## config.mk

```make
export PLATFORM = sky130hd
export DESIGN_NAME = snake_sound_seq
export DESIGN_NICKNAME = d
export VERILOG_FILES = /design/src/rtl/snake_sound_seq.sv
export SDC_FILE = /design/constraint.sdc
export NUM_CORES = 1
export LEC_CHECK = 0
export BUFFER_PORTS_ARGS = -buffer_cell sky130_fd_sc_hd__buf_2
export CAP_MARGIN = 20
export CORE_MARGIN = 2
export CORE_UTILIZATION = 55
export CTS_BUF_LIST = sky130_fd_sc_hd__clkbuf_8
export DETAILED_ROUTE_END_ITERATION = 16
export PLACE_DENSITY = 0.78
export SLEW_MARGIN = 20
export SYNTH_ARGS = -nofsm -noshare
export SYNTH_HDL_FRONTEND = slang
export SYNTH_SLANG_ARGS = --single-unit
```

## constraint.sdc

```tcl
create_clock -name sys_clk -period 2.2 [get_ports sys_clk]
set_clock_uncertainty 0.05 [all_clocks]
set_input_delay 0.11 -clock sys_clk [delete_from_list [all_inputs] [get_ports sys_clk]]
set_output_delay 0.11 -clock sys_clk [all_outputs]
set_load 0.02 [all_outputs]
```

## src/rtl/snake_sound_seq.sv

```systemverilog
// snake_sound_seq: turns start/eat/crash game events into short registered note melodies for beep
// Ports: sys_clk (50 MHz), sys_rst_n (async, active-low), start_evt/eat_evt/crash_evt (one-cycle events),
//        mute (level, silences output only), freq_datas (note divider, 0 when silent),
//        output_beep (tone enable), busy (melody in progress)
// Build option: SOUND_GAP_EN inserts one silent tick between consecutive notes of a melody
module snake_sound_seq #(
  parameter logic [24:0] TICK_MAX = 25'd2_499_999,
  parameter logic [17:0] DO       = 18'd190839,
  parameter logic [17:0] MI       = 18'd151514,
  parameter logic [17:0] SO       = 18'd127550
) (
  input  logic        sys_clk,
  input  logic        sys_rst_n,
  input  logic        start_evt,
  input  logic        eat_evt,
  input  logic        crash_evt,
  input  logic        mute,
  output logic [17:0] freq_datas,
  output logic        output_beep,
  output logic        busy
);
  typedef enum logic [1:0] {IDLE, PLAY, GAP} state_t;
  localparam logic [1:0] MEL_START = 2'd0, MEL_EAT = 2'd1, MEL_CRASH = 2'd2;
  state_t state;
  logic [1:0] mel, idx, sel, nidx;
  logic [3:0] dur;
  logic [24:0] tick;
  logic go, on;
  function automatic logic [17:0] note_val(input logic [1:0] m, input logic [1:0] i);
    case (m)
      MEL_START: return i == 2'd0 ? DO : i == 2'd1 ? MI : SO;
      MEL_EAT:   return i == 2'd0 ? MI : SO;
      default:   return i == 2'd0 ? SO : i == 2'd1 ? MI : DO;
    endcase
  endfunction
  function automatic logic [3:0] note_len(input logic [1:0] m, input logic [1:0] i);
    return m == MEL_START ? 4'd3 : m == MEL_EAT ? 4'd2 : i == 2'd2 ? 4'd8 : 4'd4;
  endfunction
  function automatic logic [1:0] last_idx(input logic [1:0] m);
    return m == MEL_EAT ? 2'd1 : 2'd2;
  endfunction
  assign sel  = crash_evt ? MEL_CRASH : start_evt ? MEL_START : MEL_EAT;
  // crash always (re)starts; start/eat only from idle
  assign go   = crash_evt || (state == IDLE && (start_evt || eat_evt));
  assign nidx = idx + 2'd1;
  assign on   = state == PLAY && !mute;
  always_ff @(posedge sys_clk or negedge sys_rst_n) begin
    if (!sys_rst_n) begin
      state       <= IDLE;
      mel         <= MEL_START;
      idx         <= '0;
      dur         <= '0;
      tick        <= '0;
      freq_datas  <= '0;
      output_beep <= 1'b0;
      busy        <= 1'b0;
    end else if (go) begin
      state       <= PLAY;
      mel         <= sel;
      idx         <= 2'd0;
      dur         <= note_len(sel, 2'd0);
      tick        <= '0;
      busy        <= 1'b1;
      output_beep <= !mute;
      freq_datas  <= mute ? '0 : note_val(sel, 2'd0);
    end else if (state != IDLE) begin
      tick        <= tick == TICK_MAX ? '0 : tick + 25'd1;
      output_beep <= on;
      freq_datas  <= on ? note_val(mel, idx) : '0;
      if (tick != TICK_MAX) begin
      end else if (state == PLAY && dur != 4'd1) begin
        dur <= dur - 4'd1;
      end else if (state == PLAY && idx == last_idx(mel)) begin
        state       <= IDLE;
        idx         <= '0;
        dur         <= '0;
        busy        <= 1'b0;
        output_beep <= 1'b0;
        freq_datas  <= '0;
`ifdef SOUND_GAP_EN
      end else if (state == PLAY) begin
        state       <= GAP;
        output_beep <= 1'b0;
        freq_datas  <= '0;
`endif
      end else begin
        state       <= PLAY;
        idx         <= nidx;
        dur         <= note_len(mel, nidx);
        output_beep <= !mute;
        freq_datas  <= mute ? '0 : note_val(mel, nidx);
      end
    end
  end
endmodule

```

### After elaboration in Yosys (flattened, before gate mapping)

Index checks and enable logic that the tools add are counted.

| word-level totals | value |
|---|---|
| bits in registers | 55 |
| bits in latches | 0 |
| memory bits (writable) | 0 |
| ROM bits | 0 |
| input bits | 6 |
| output and inout port bits | 20 |
| word-level logic and storage cells | 98 |
| memories | 0 |

| operators by class | value |
|---|---|
| add/subtract/negate cells | 3 |
| multipliers | 0 |
| divide/modulo/power cells | 0 |
| order comparisons | 0 |
| equality and inequality tests | 12 |
| shifts and indexed selects | 0 |
| muxes and demuxes | 57 |
| bitwise operators | 0 |
| reductions and logical operators | 18 |

Operator list:

| cell | number |
|---|---|
| $mux W18 | 16 |
| $pmux W18 S2 | 3 |
| $mux W25 | 3 |
| $mux W16 | 2 |
| $mux W4 | 8 |
| $add A25 B1 Y25 const B | 1 |
| $eq A25 B22 Y1 const B | 1 |
| $ne A25 B22 Y1 const B | 1 |
| $mux W2 | 11 |
| $mux W1 | 12 |
| $eq A2 B1 Y1 const B | 5 |
| $logic_not A2 Y1 | 5 |
| $mux W3 | 2 |
| $reduce_bool A2 Y1 | 3 |
| $logic_and A1 B1 Y1 | 4 |
| $ne A2 B2 Y1 const B | 2 |
| $ne A4 B1 Y1 const B | 1 |
| $reduce_and A4 Y1 | 1 |
| $sub A4 B1 Y4 const B | 1 |
| $reduce_and A3 Y1 | 1 |
| $add A2 B1 Y2 const B | 1 |
| $eq A2 B2 Y1 | 1 |
| $eq A2 B2 Y1 const B | 1 |
| $logic_or A1 B1 Y1 | 2 |
| other kinds (2) | 2 |

### Depth between registers and ports, before layout

| depth | value |
|---|---|
| depth in word-level cells | 11 |
| mapped depth | 7 |
| depth with buffers taken out | 7 |

### Least setup slack after synthesis

Ideal clock, no wire load.

| path | value |
|---|---|
| path type | register to register |
| start | register tick[0] |
| end | register tick[24] |
| library setup time | 64 ps |
| arrival | 2102 ps |
| required time | 2086 ps |
| path slack | -16 ps |
| cell stages (with the launch flop) | 8 |
| path buffers | 1 |
| period minus slack after synthesis | 2216 ps |
| cells stage by stage | dfrtp_1 > ha_1 > nand4_2 > or4_1 > buf_2 > or4_1 > a21oi_1 > a21o_1 |

| between the ends | value |
|---|---|
| word-level cells in the longest chain between the ends | 4 |
| elaborated cells between the ends (all ways) | 5 |
| those cells by class | 1 x add/sub; 1 x eq/ne; 3 x mux |

RTL lines:

| element | line | RTL |
|---|---|---|
| start: declaration | 27 | `logic [24:0] tick;` |
| start signal: assignment | 67 | `tick <= tick == TICK_MAX ? '0 : tick + 25'd1;` |
| $add A25 B1 Y25 / $eq A25 B22 Y1 (equally long branches) | 67 |  |
| $mux W25 * | 67 |  |
| $mux W25 * | 66 | `end else if (state != IDLE) begin` |
| $mux W25 * | 57 | `end else if (go) begin` |

Mark *: on every way between the ends. The rest lies on a longest branch, timed or not. The select of a mux whose other input is x is not followed.
A chain may end at the register's enable or synchronous reset.

### Worst setup path after layout

| path | value |
|---|---|
| start | register tick[9] |
| end | register freq_datas[14] |

| between the ends | value |
|---|---|
| word-level cells in the longest chain between the ends | 4 |

RTL lines:

| element | line | RTL |
|---|---|---|
| $ne A25 B22 Y1 | 70 | `if (tick != TICK_MAX) begin` |
| $mux W18 | 70 |  |
| $mux W18 | 66 |  |
| $mux W18 | 57 |  |
| end signal: assignment | 65 | `freq_datas <= mute ? '0 : note_val(sel, 2'd0);` |
| end signal: assignment | 69 | `freq_datas <= on ? note_val(mel, idx) : '0;` |
| end signal: assignment | 91 | `freq_datas <= mute ? '0 : note_val(mel, nidx);` |
| end: declaration | 18 | `output logic [17:0] freq_datas,` |

Every way passes these cells. The select of a mux whose other input is x is not followed.

==> reports/metrics.yaml <==
postSynthCellCount: 323
synthXorXnorAreaFrac: 0.0562
start_kind: "flip-flop"
peakVddDrop_mv: 0.339
postLayoutCoreUtil: 0.663
fmax_mhz: 459
cts.htree.levels: 2
die_h_um: 75.4
grt_max_degree: 43
reg2reg_to: "freq_datas[14]"
via_count: 2507
grt_pass1_vias: 2426
via_per_inst: 5.98
drive_above_1_share: 0.216
worstMarginPinSlew_ps: 952
hold_depth: 2
syn_area_um2: 2800
hold_class: "in -> reg"
ys_types: 62
status: "completed"
pwr-share-clk: 0.342
initial_core_util: 0.582
stdcell_area_um2: 3200
route.detailed.drc: 0
hold_viol_final: 0
yosys.area_share.simple: 0.293
ys_async_sr_fraction: 1.00
p_switching_w: 0.000359
synth_compound_area_frac: 0.158
dr.pass1.iters: 4
drt_iter0_markers: 175
antenna_found_initial: 0
ys_warn_count: 0
syn-num-nets: 338
io_pins: 26
placed_area_um2: 3060
worstReg2RegStart: "tick[9]"
cts_tree: "done"
p_per_area_nw_per_um2: 450
hold_start: "start_evt"
comb_power_share: 0.102
layout.nets: 368
crit_arrival_ps: 2280
min_period_ps: 2180
synth_edf_count: 0
final_max_slew_viol_count: 0
wire_per_inst_um: 16.1
dp_hpwl_um: 4810
synth_ff_type: "dfrtp_1"
setup_viol: 0
cts_sinks: 42
synth.avg_cell_area_um2: 8.68
path_class: "reg -> reg"
grt_pass1_wl_um: 11000
synth-seq-cells: 42
internal_power_w: 0.00108
n_fill_cell: 437
cts-root-buf: "clkbuf_8"
coreArea_um2: 4820
leakage_nw: 1.35
min_to: "mel[0]"
dieArea_um2: 5680
seq_power_share: 0.556
portBuffers: 25
place_congestion: 0.959
drv_cap: 0
ant_nets: 0
drt-total-wl_um: 6760
r2r_slack_ps: 20
reg2reg_depth: 6
finalCritPeriodShare: 0.989
relSlewSlack: 0.365
die_x_um: 75.4
yosysSeqAreaShare: 0.375
yosys-mux-area-fraction: 0.0147
cp.required_ps: 2310
n_antenna_cell: 0
clkLatencyLatePin_ps: 290
end_kind: "flip-flop"
grt.overflow.total: 0
cts_buffers: 5
sw_frac_of_total: 0.249
track_usage: 0.254
synth_fa_ha_area_frac: 0.0402
cts.clk_slew.worst_paths_ps: 80
synth_top_family_by_area: "simple AND/OR/NAND/NOR gates"
grt_setup_unrepaired: "true"
area_delta_synth_final_pct: 14.0
clk_path_buf_depth: 2
crit_fanout: 4
core.rowCount: 25
==> critical path, cell delays in order (launching register included) <==
cell,delay [ps]
dfrtp_1,390
or4b_4,540
buf_4,150
nor4_4,200
a31oi_1,180
nor4_2,390
o31ai_1,140
==> per-stage QoR <==
stage / TNS (ps) / hold slack (ps) / total power (W) / setup WS (ps) / cells
after floorplan: 0 / -236 / 0.000909 / 31.4 / 323
after global placement: 0 / 251 / 0.000958 / 82.8 / 410
after detailed placement: 0 / 252 / 0.000961 / 11.6 / 410
after CTS: 0 / 97.1 / 0.00145 / 10.1 / 417
after global routing: -288 / 106 / 0.00151 / -66.0 / 419
final: 0 / 104 / 0.00144 / 23.3 / 419
==> repair_timing <==
item | 4_1_cts | 5_1_grt
pin swaps | 0 | 4
endpoints found under the hold margin | 42 | 0
gates resized for setup | 1 | 4
setup endpoints to repair | 1 | 15
setup buffers | 0 | 2
hold buffers | 1 | 0
==> cell usage after synthesis, types with 9 or more instances <==
master,instances,share of area
a21oi_1,15,0.027
buf_4,12,0.032
clkbuf_1,11,0.015
dfrtp_1,42,0.38
ha_1,9,0.040
inv_1,9,0.012
nand2_1,21,0.028
nand2b_1,11,0.025
nand3_1,17,0.030
nand4_1,10,0.022
nor2_1,44,0.059
nor3_1,13,0.023
o21ai_0,12,0.021
xnor2_1,12,0.037
==> layout make-up <==
class	count	area, µm²	share of cell area
clock buffers	6	82.6	0.0258
inverters	9	33.8	0.0106
multi-input cells	247	1630	0.511
flip-flops and latches	42	1050	0.329
well taps	67	83.8	0.0262
repair buffers	48	313	0.0979
==> power groups by stage <==
stage | clock [W] | sequential (W) | combinational, W
final | 0.000492 | 0.000800 | 0.000147
after floorplan | 0 | 0.000821 | 0.0000874
after detailed placement | 0 | 0.000816 | 0.000145
after global placement | 0 | 0.000815 | 0.000143
after CTS | 0.000506 | 0.000800 | 0.000147
after global routing | 0.000540 | 0.000803 | 0.000166
==> layer usage <==
metal | share of wire | up-vias | global-route usage
met5 | 0 | - | 0
li1 | - | 1208 | -
met2 | 0.51 | 88 | 0.437
met3 | 0.045 | 15 | 0.0516
met4 | 0.020 | 0 | 0.0897
met1 | 0.42 | 1196 | 0.317
==> layout by cell type (no fill, tap or decap), drive strengths merged, types with 2 or more instances in the layout <==
cell    Yosys  routed
a21oi      15      15
nor4        5       5
nand2      21      21
nand4      11      11
and3        3       3
buf        14      47
dfrtp      42      42
or3         4       4
nand3      17      17
a221oi      2       2
clkbuf     11       6
a21o        7       7
and4        2       2
or4         4       4
a211oi      3       3
a31oi       2       2
o211ai      2       2
o21ai      13      13
o31ai       6       6
nor4b       2       2
inv         9       9
xnor2      12      12
nor3       15      15
nand3b      4       4
mux2i       3       3
nor2       44      44
nand2b     11      11
xor2        6       6
ha          9       9
nor2b       4       4
==> kinds of logic after synthesis <==
logic type               count (synthesis)
AND/OR/NAND/NOR                        151
AO/OA/AOI/OAI                           65
flip-flops                              42
buffers and inverters                   34
XOR/XNOR                                18
adder cells (fa/ha/maj)                  9
multiplexers                             4
==> how the worst max path moves through the flow <==
stage,from,slack [ps],to
floorplan,tick[1],30,tick[24]
global placement,tick[9],80,freq_datas[14]
detailed placement,tick[11],10,freq_datas[14]
CTS,tick[9],10,freq_datas[14]
global route,tick[9],-70,freq_datas[11]
finish,tick[9],20,freq_datas[14]
==> flip-flops by register name (all words and copies together) (netlist names) <==
name,count
state,1
busy,1
tick,25
dur,4
mel,2
freq_datas,7
idx,2
Power figures use the tool's default switching activity.
